### config.mk
export PLATFORM = sky130hd
export DESIGN_NAME = irq_controller_vec
export DESIGN_NICKNAME = d
export VERILOG_FILES = /design/src/rtl/irq_pkg.sv /design/src/rtl/irq_controller_vec_priority_enc.sv /design/src/rtl/irq_controller_vec.sv
export SDC_FILE = /design/constraint.sdc
export NUM_CORES = 1
export LEC_CHECK = 0
export BUFFER_PORTS_ARGS = -buffer_cell sky130_fd_sc_hd__buf_4
export CORE_MARGIN = 3
export CORE_UTILIZATION = 40
export DETAILED_ROUTE_END_ITERATION = 10
export GPL_TIMING_DRIVEN = 0
export HOLD_SLACK_MARGIN = 0.05
export PLACE_DENSITY = 0.87
export SLEW_MARGIN = 20
export SYNTH_ARGS = -nofsm -noshare
export SYNTH_HDL_FRONTEND = slang
export SYNTH_SLANG_ARGS = --single-unit
### constraint.sdc
create_clock -name clk_i -period 2.2 [get_ports clk_i]
set_input_delay 0.11 -clock clk_i [delete_from_list [all_inputs] [get_ports clk_i]]
set_output_delay 0.11 -clock clk_i [all_outputs]
set_load 0.02 [all_outputs]
### src/rtl/irq_pkg.sv
// Shared types and constants for the vectored interrupt controller.
package irq_pkg;

    typedef enum logic [1:0] {
        IDLE    = 2'd0,
        IRQ     = 2'd1,
        EXC     = 2'd2,
        IRQ_EXC = 2'd3
    } irq_state_t;

    localparam logic [31:0] IRQ_CAUSE_BASE = 32'h8000_0010;
    localparam logic [31:0] MCAUSE_ILLEGAL = 32'h0000_0002;

    // Winner id width; a single-line controller still carries a 1-bit id.
    function automatic int irq_id_width(input int n);
        return (n > 1) ? $clog2(n) : 1;
    endfunction

endpackage

### src/rtl/irq_controller_vec_priority_enc.sv
// Fixed-priority encoder, lowest set index wins.
// Latency: combinational.
// Backpressure: none.
module irq_priority_enc
    import irq_pkg::*;
#(
    parameter int WIDTH = 16,
    localparam int IdW  = irq_id_width(WIDTH)
) (
    input  logic [WIDTH-1:0] req,
    output logic             valid,
    output logic [IdW-1:0]   id,
    output logic [WIDTH-1:0] grant
);

    always_comb begin
        valid = |req;
        id    = '0;
        grant = '0;
        // Walk from the top down so the lowest set index is the last write.
        for (int i = WIDTH - 1; i >= 0; i--) begin
            if (req[i]) begin
                id       = IdW'(i);
                grant    = '0;
                grant[i] = 1'b1;
            end
        end
    end

endmodule

### src/rtl/irq_controller_vec.sv
// Multi-line interrupt controller: per-line enables, lowest-index priority, nesting FSM; IRQ_EDGE_EN selects edge-pending mode.
// Latency: irq_o/irq_cause_o/irq_ret_o combinational, irq_ack_o registered one cycle.
// Backpressure: stall_i holds off acceptance; requests wait (pending bit or held level).
module irq_controller_vec
    import irq_pkg::*;
#(
    parameter int          IRQ_NUM    = 16,
    parameter logic [31:0] CAUSE_BASE = IRQ_CAUSE_BASE
) (
    input  logic               clk_i,
    input  logic               rst_ni,
    input  logic               stall_i,
    input  logic               exception_i,
    input  logic               mret_i,
    input  logic [IRQ_NUM-1:0] irq_req_i,
    input  logic [IRQ_NUM-1:0] mie_i,
    output logic               irq_o,
    output logic [31:0]        irq_cause_o,
    output logic               irq_ret_o,
    output logic [IRQ_NUM-1:0] irq_ack_o
);

    localparam int IdW = irq_id_width(IRQ_NUM);

    irq_state_t         state_q, state_d;
    logic [IRQ_NUM-1:0] pending;
    logic [IRQ_NUM-1:0] cand;
    logic [IRQ_NUM-1:0] grant;
    logic [IRQ_NUM-1:0] ack_q;
    logic [IdW-1:0]     win_id;
    logic               cand_vld;
    logic               accept;
    logic               ret;

`ifdef IRQ_EDGE_EN
    logic [IRQ_NUM-1:0] req_q;
    logic [IRQ_NUM-1:0] pend_q;

    // A rising edge in the acceptance cycle re-arms the bit it clears.
    always_ff @(posedge clk_i or negedge rst_ni) begin
        if (!rst_ni) begin
            req_q  <= '0;
            pend_q <= '0;
        end else begin
            req_q  <= irq_req_i;
            pend_q <= (pend_q & ~(grant & {IRQ_NUM{irq_o}})) | (irq_req_i & ~req_q);
        end
    end

    assign pending = pend_q;
`else
    assign pending = irq_req_i;
`endif

    assign cand = pending & mie_i;

    irq_priority_enc #(
        .WIDTH (IRQ_NUM)
    ) u_prio (
        .req   (cand),
        .valid (cand_vld),
        .id    (win_id),
        .grant (grant)
    );

    always_ff @(posedge clk_i or negedge rst_ni) begin
        if (!rst_ni) begin
            state_q <= IDLE;
            ack_q   <= '0;
        end else begin
            state_q <= state_d;
            ack_q   <= grant & {IRQ_NUM{irq_o}};
        end
    end

    // mret takes precedence over a coincident exception; exceptions do not nest.
    always_comb begin
        state_d = state_q;
        accept  = 1'b0;
        ret     = 1'b0;
        case (state_q)
            IDLE: begin
                if (exception_i) begin
                    state_d = EXC;
                end else if (!stall_i && cand_vld) begin
                    accept  = 1'b1;
                    state_d = IRQ;
                end
            end
            IRQ: begin
                if (mret_i) begin
                    ret     = 1'b1;
                    state_d = IDLE;
                end else if (exception_i) begin
                    state_d = IRQ_EXC;
                end
            end
            EXC: begin
                if (mret_i) state_d = IDLE;
            end
            IRQ_EXC: begin
                if (mret_i) state_d = IRQ;
            end
            default: state_d = IDLE;
        endcase
    end

    // Held reset silences the combinational outputs even if lines are active.
    assign irq_o       = rst_ni & accept;
    assign irq_ret_o   = rst_ni & ret;
    assign irq_cause_o = irq_o ? (CAUSE_BASE + 32'(win_id)) : 32'h0;
    assign irq_ack_o   = ack_q;

endmodule

==> key figures <==
Routing
  – Drt total wl: 2943 um
  – DR iter-0 viols: 24
  – Post-route ant nets: 0
  – Drt wl/cell: 12.06 um
  – Total number of vias: 1146
  – Via-to-Cell Ratio: 4.697
  – DR DRC count: 0
  – Drt first pass iters: 4

Worst setup path
  – Critical path required time: 2090 ps
  – Slowest cell on crit path: dlygate4sd3_1
  – Critical path arrival: 2050 ps
  – Worst R2R Setup Slack: 260 ps
  – Startpoint types: input port
  – CP cell instances: dlygate4sd3_1, buf_4, nor4_4, nand2_1, or2_1, buf_4, a311oi_2, buf_4
  – Most used cell, CP: buf_4
  – Worst stage delay on the critical path: 540 ps
  – CP max FO: 7
  – Setup crit end kind: primary output
  – Kind of critical path: in -> out

Cells and area
  – Final nets: 252
  – # diodes: 0
  – Cell area after layout: 1822 um^2
  – Multi-input gate area: 598.1 um^2
  – P&R area growth vs syn: 57.92%
  – Layout cells sized above 1: 50.00%
  – Fill count: 211
  – Layout Cells excl Fill: 244
  – Sequential Area: 450.4 um^2

Global routing
  – First-pass GRT wire length: 4146 um
  – All-Layer GR Usage: 15.46%
  – Largest net degree at the start of global routing: 21
  – Total grt overflow: 0
  – Initial antenna violation count: 0
  – Vias in the first global route: 997

Place
  – Placed Area: 1735 um^2
  – Final HPWL DP: 2417 um
  – PortBufs: 60
  – Routability Congestion: 0.8391
  – Placed cells: 238

CTS
  – Num CTS Buffers: 3
  – Clock Path Buffers: 2
  – Clock edge transition at the registers on the reported setup and hold paths: 100 ps
  – CTS Root Buffer Type: clkbuf_4
  – Worst-skew pair later-pin latency: 300 ps
  – Clk sinks: 18
  – CTS tree: yes
  – Post-CTS Repair Setup Buffers: 0
  – H-tree Lvls: 1

Logic synthesis
  – Netlist cell types: 34
  – Post-Syn Instances: 123
  – Top cells by area, synth: dfrtp_1 39%, buf_4 19%, nand2_1 5.9%
  – FF+latch count, synth: 18
  – Synth top area share: 39.05%
  – Area leader, netlist: dfrtp_1
  – Synthesized cell area: 1154 um^2
  – Sequential-to-total area share from yosys stat: 39.05%
  – Ys Warns: 0
  – Syn_area_per_cell: 9.379 um^2

STA
  – Final min period: 2157 ps
  – Fin Hold WS: 62.08 ps
  – Final period utilization: 98.05%
  – Fmax: 463.6 MHz
  – Pins Over Slew Limit: 0
  – Worst clock skew: 3.214 ps
  – Final hold violation count: 0
  – Setup violators final: 0

Floorplan
  – Die W: 59.71 um
  – Num rows: 18
  – Total die area: 3565 um^2
  – DIE HEIGHT: 59.71 um
  – Top-Level Pins: 87
  – Core area: 2613 um^2
  – Initial Util: 44.16%

Power and ir drop
  – Max VDD drop: 0.3782 mV
  – PwrDens: 466.3 nW/um^2
  – Pleak: 1.010 nW

Flow run
  – Max-Cap Viols: 0

Run status
  – Status: completed

Hold path
  – Type of the most critical hold path: in -> reg
-- timing repair --
action / CTS / global route
setup endpoints to repair: 0 / 2
hold buffers: 2 / 0
endpoints found under the hold margin: 19 / 0
resized for setup: 0 / 4
-- critical path, delay by kind of cell --
kind | cells | cell delay [ps]
buffers and inverters | 4 | 1030
and+or+nand+nor | 3 | 650
AOI/OAI and AO/OA | 1 | 250
-- metrics by stage --
step	utilization [%]	TNS [ps]	setup slack [ps]	total power, W
floorplan	-	0	251.9	0.0005398
global placement	66.43	0	184.1	0.0006309
detailed placement	66.43	0	157.7	0.0006332
CTS	68.58	0	20.97	0.0008366
global route	69.73	-5.102	-5.102	0.0008907
finish	69.73	0	42.96	0.0008495
-- routing by layer --
metal  GRT usage (%)  routed length (um)  vias to the layer above
li1                -                   -                      567
met1           17.79                1077                      507
met2           25.93                1493                       65
met3           2.592                 287                        7
met4           10.44                  85                        0
met5               0                   0                        -
-- cells in the mapped netlist, drive strengths merged --
| cell | instances |
|---|---|
| nand3 | 4 |
| conb | 1 |
| o2111ai | 1 |
| a22o | 4 |
| a21boi | 1 |
| a32oi | 1 |
| a311oi | 1 |
| nor4b | 5 |
| and2b | 1 |
| or4 | 1 |
| a41oi | 1 |
| o21ai | 2 |
| nor2 | 7 |
| or3 | 3 |
| nor4 | 2 |
| or2 | 3 |
| nor3 | 7 |
| nand2 | 18 |
| o31ai | 1 |
| o21bai | 1 |
| nand4 | 3 |
| o21a | 1 |
| a21oi | 2 |
| a31o | 1 |
| buf | 29 |
| dfrtp | 18 |
| inv | 3 |
| nor3b | 1 |
-- layout make-up --
cell class	count	share of cell area, %
buffer	29	11.95
clock buffer	4	1.992
inverter	3	0.6181
multi-input combinational	98	32.83
sequential	18	24.73
tap	30	2.060
timing repair buffer	62	25.82
-- kinds of logic after synthesis --
logic type	count (synthesis)	synth area share (%)
AOI/OAI and AO/OA	17	11.93
buffers and inverters	32	19.85
DFF	18	39.05
other	1	0.3251
and+or+nand+nor	55	28.85
-- layout by cell type, fill, tap and decap left out, drive strengths merged, types with 2 or more instances in the layout --
cell type and count:
nor4 2, a21oi 2, nor4b 5, or3 3, dlygate4sd3 2, clkbuf 4
nor2 7, buf 89, nand4 3, conb 26, o21ai 2, or2 3
a22o 4, nand2 18, nand3 4, dfrtp 18, inv 3, nor3 7
-- path summary, 6_finish.rpt --
check / start / endpoint / cells after the start
max in group asynchronous: rst_ni / irq_ack_o[5] / 2
setup / recovery: exception_i / irq_cause_o[1] / 8
setup reg to reg: state_q[0] / irq_ack_o[15] / 5
hold reg to reg: state_q[0] / state_q[0] / 1
hold / removal: mie_i[9] / irq_ack_o[9] / 3
min in group asynchronous: rst_ni / irq_ack_o[9] / 2
-- state kept, by name, indices dropped and copies added (netlist names) --
register	count
irq_ack_o	16
state_q	2
-- power breakdown --
group          leakage, nW  internal (W)  switching (W)  total [W]
clock network       0.0210      0.000101       0.000101   0.000202
logic                0.741      0.000133       0.000142   0.000275
registers            0.248      0.000347      0.0000258   0.000373
total                 1.01      0.000581       0.000269   0.000850
Power figures use the tool's default switching activity.
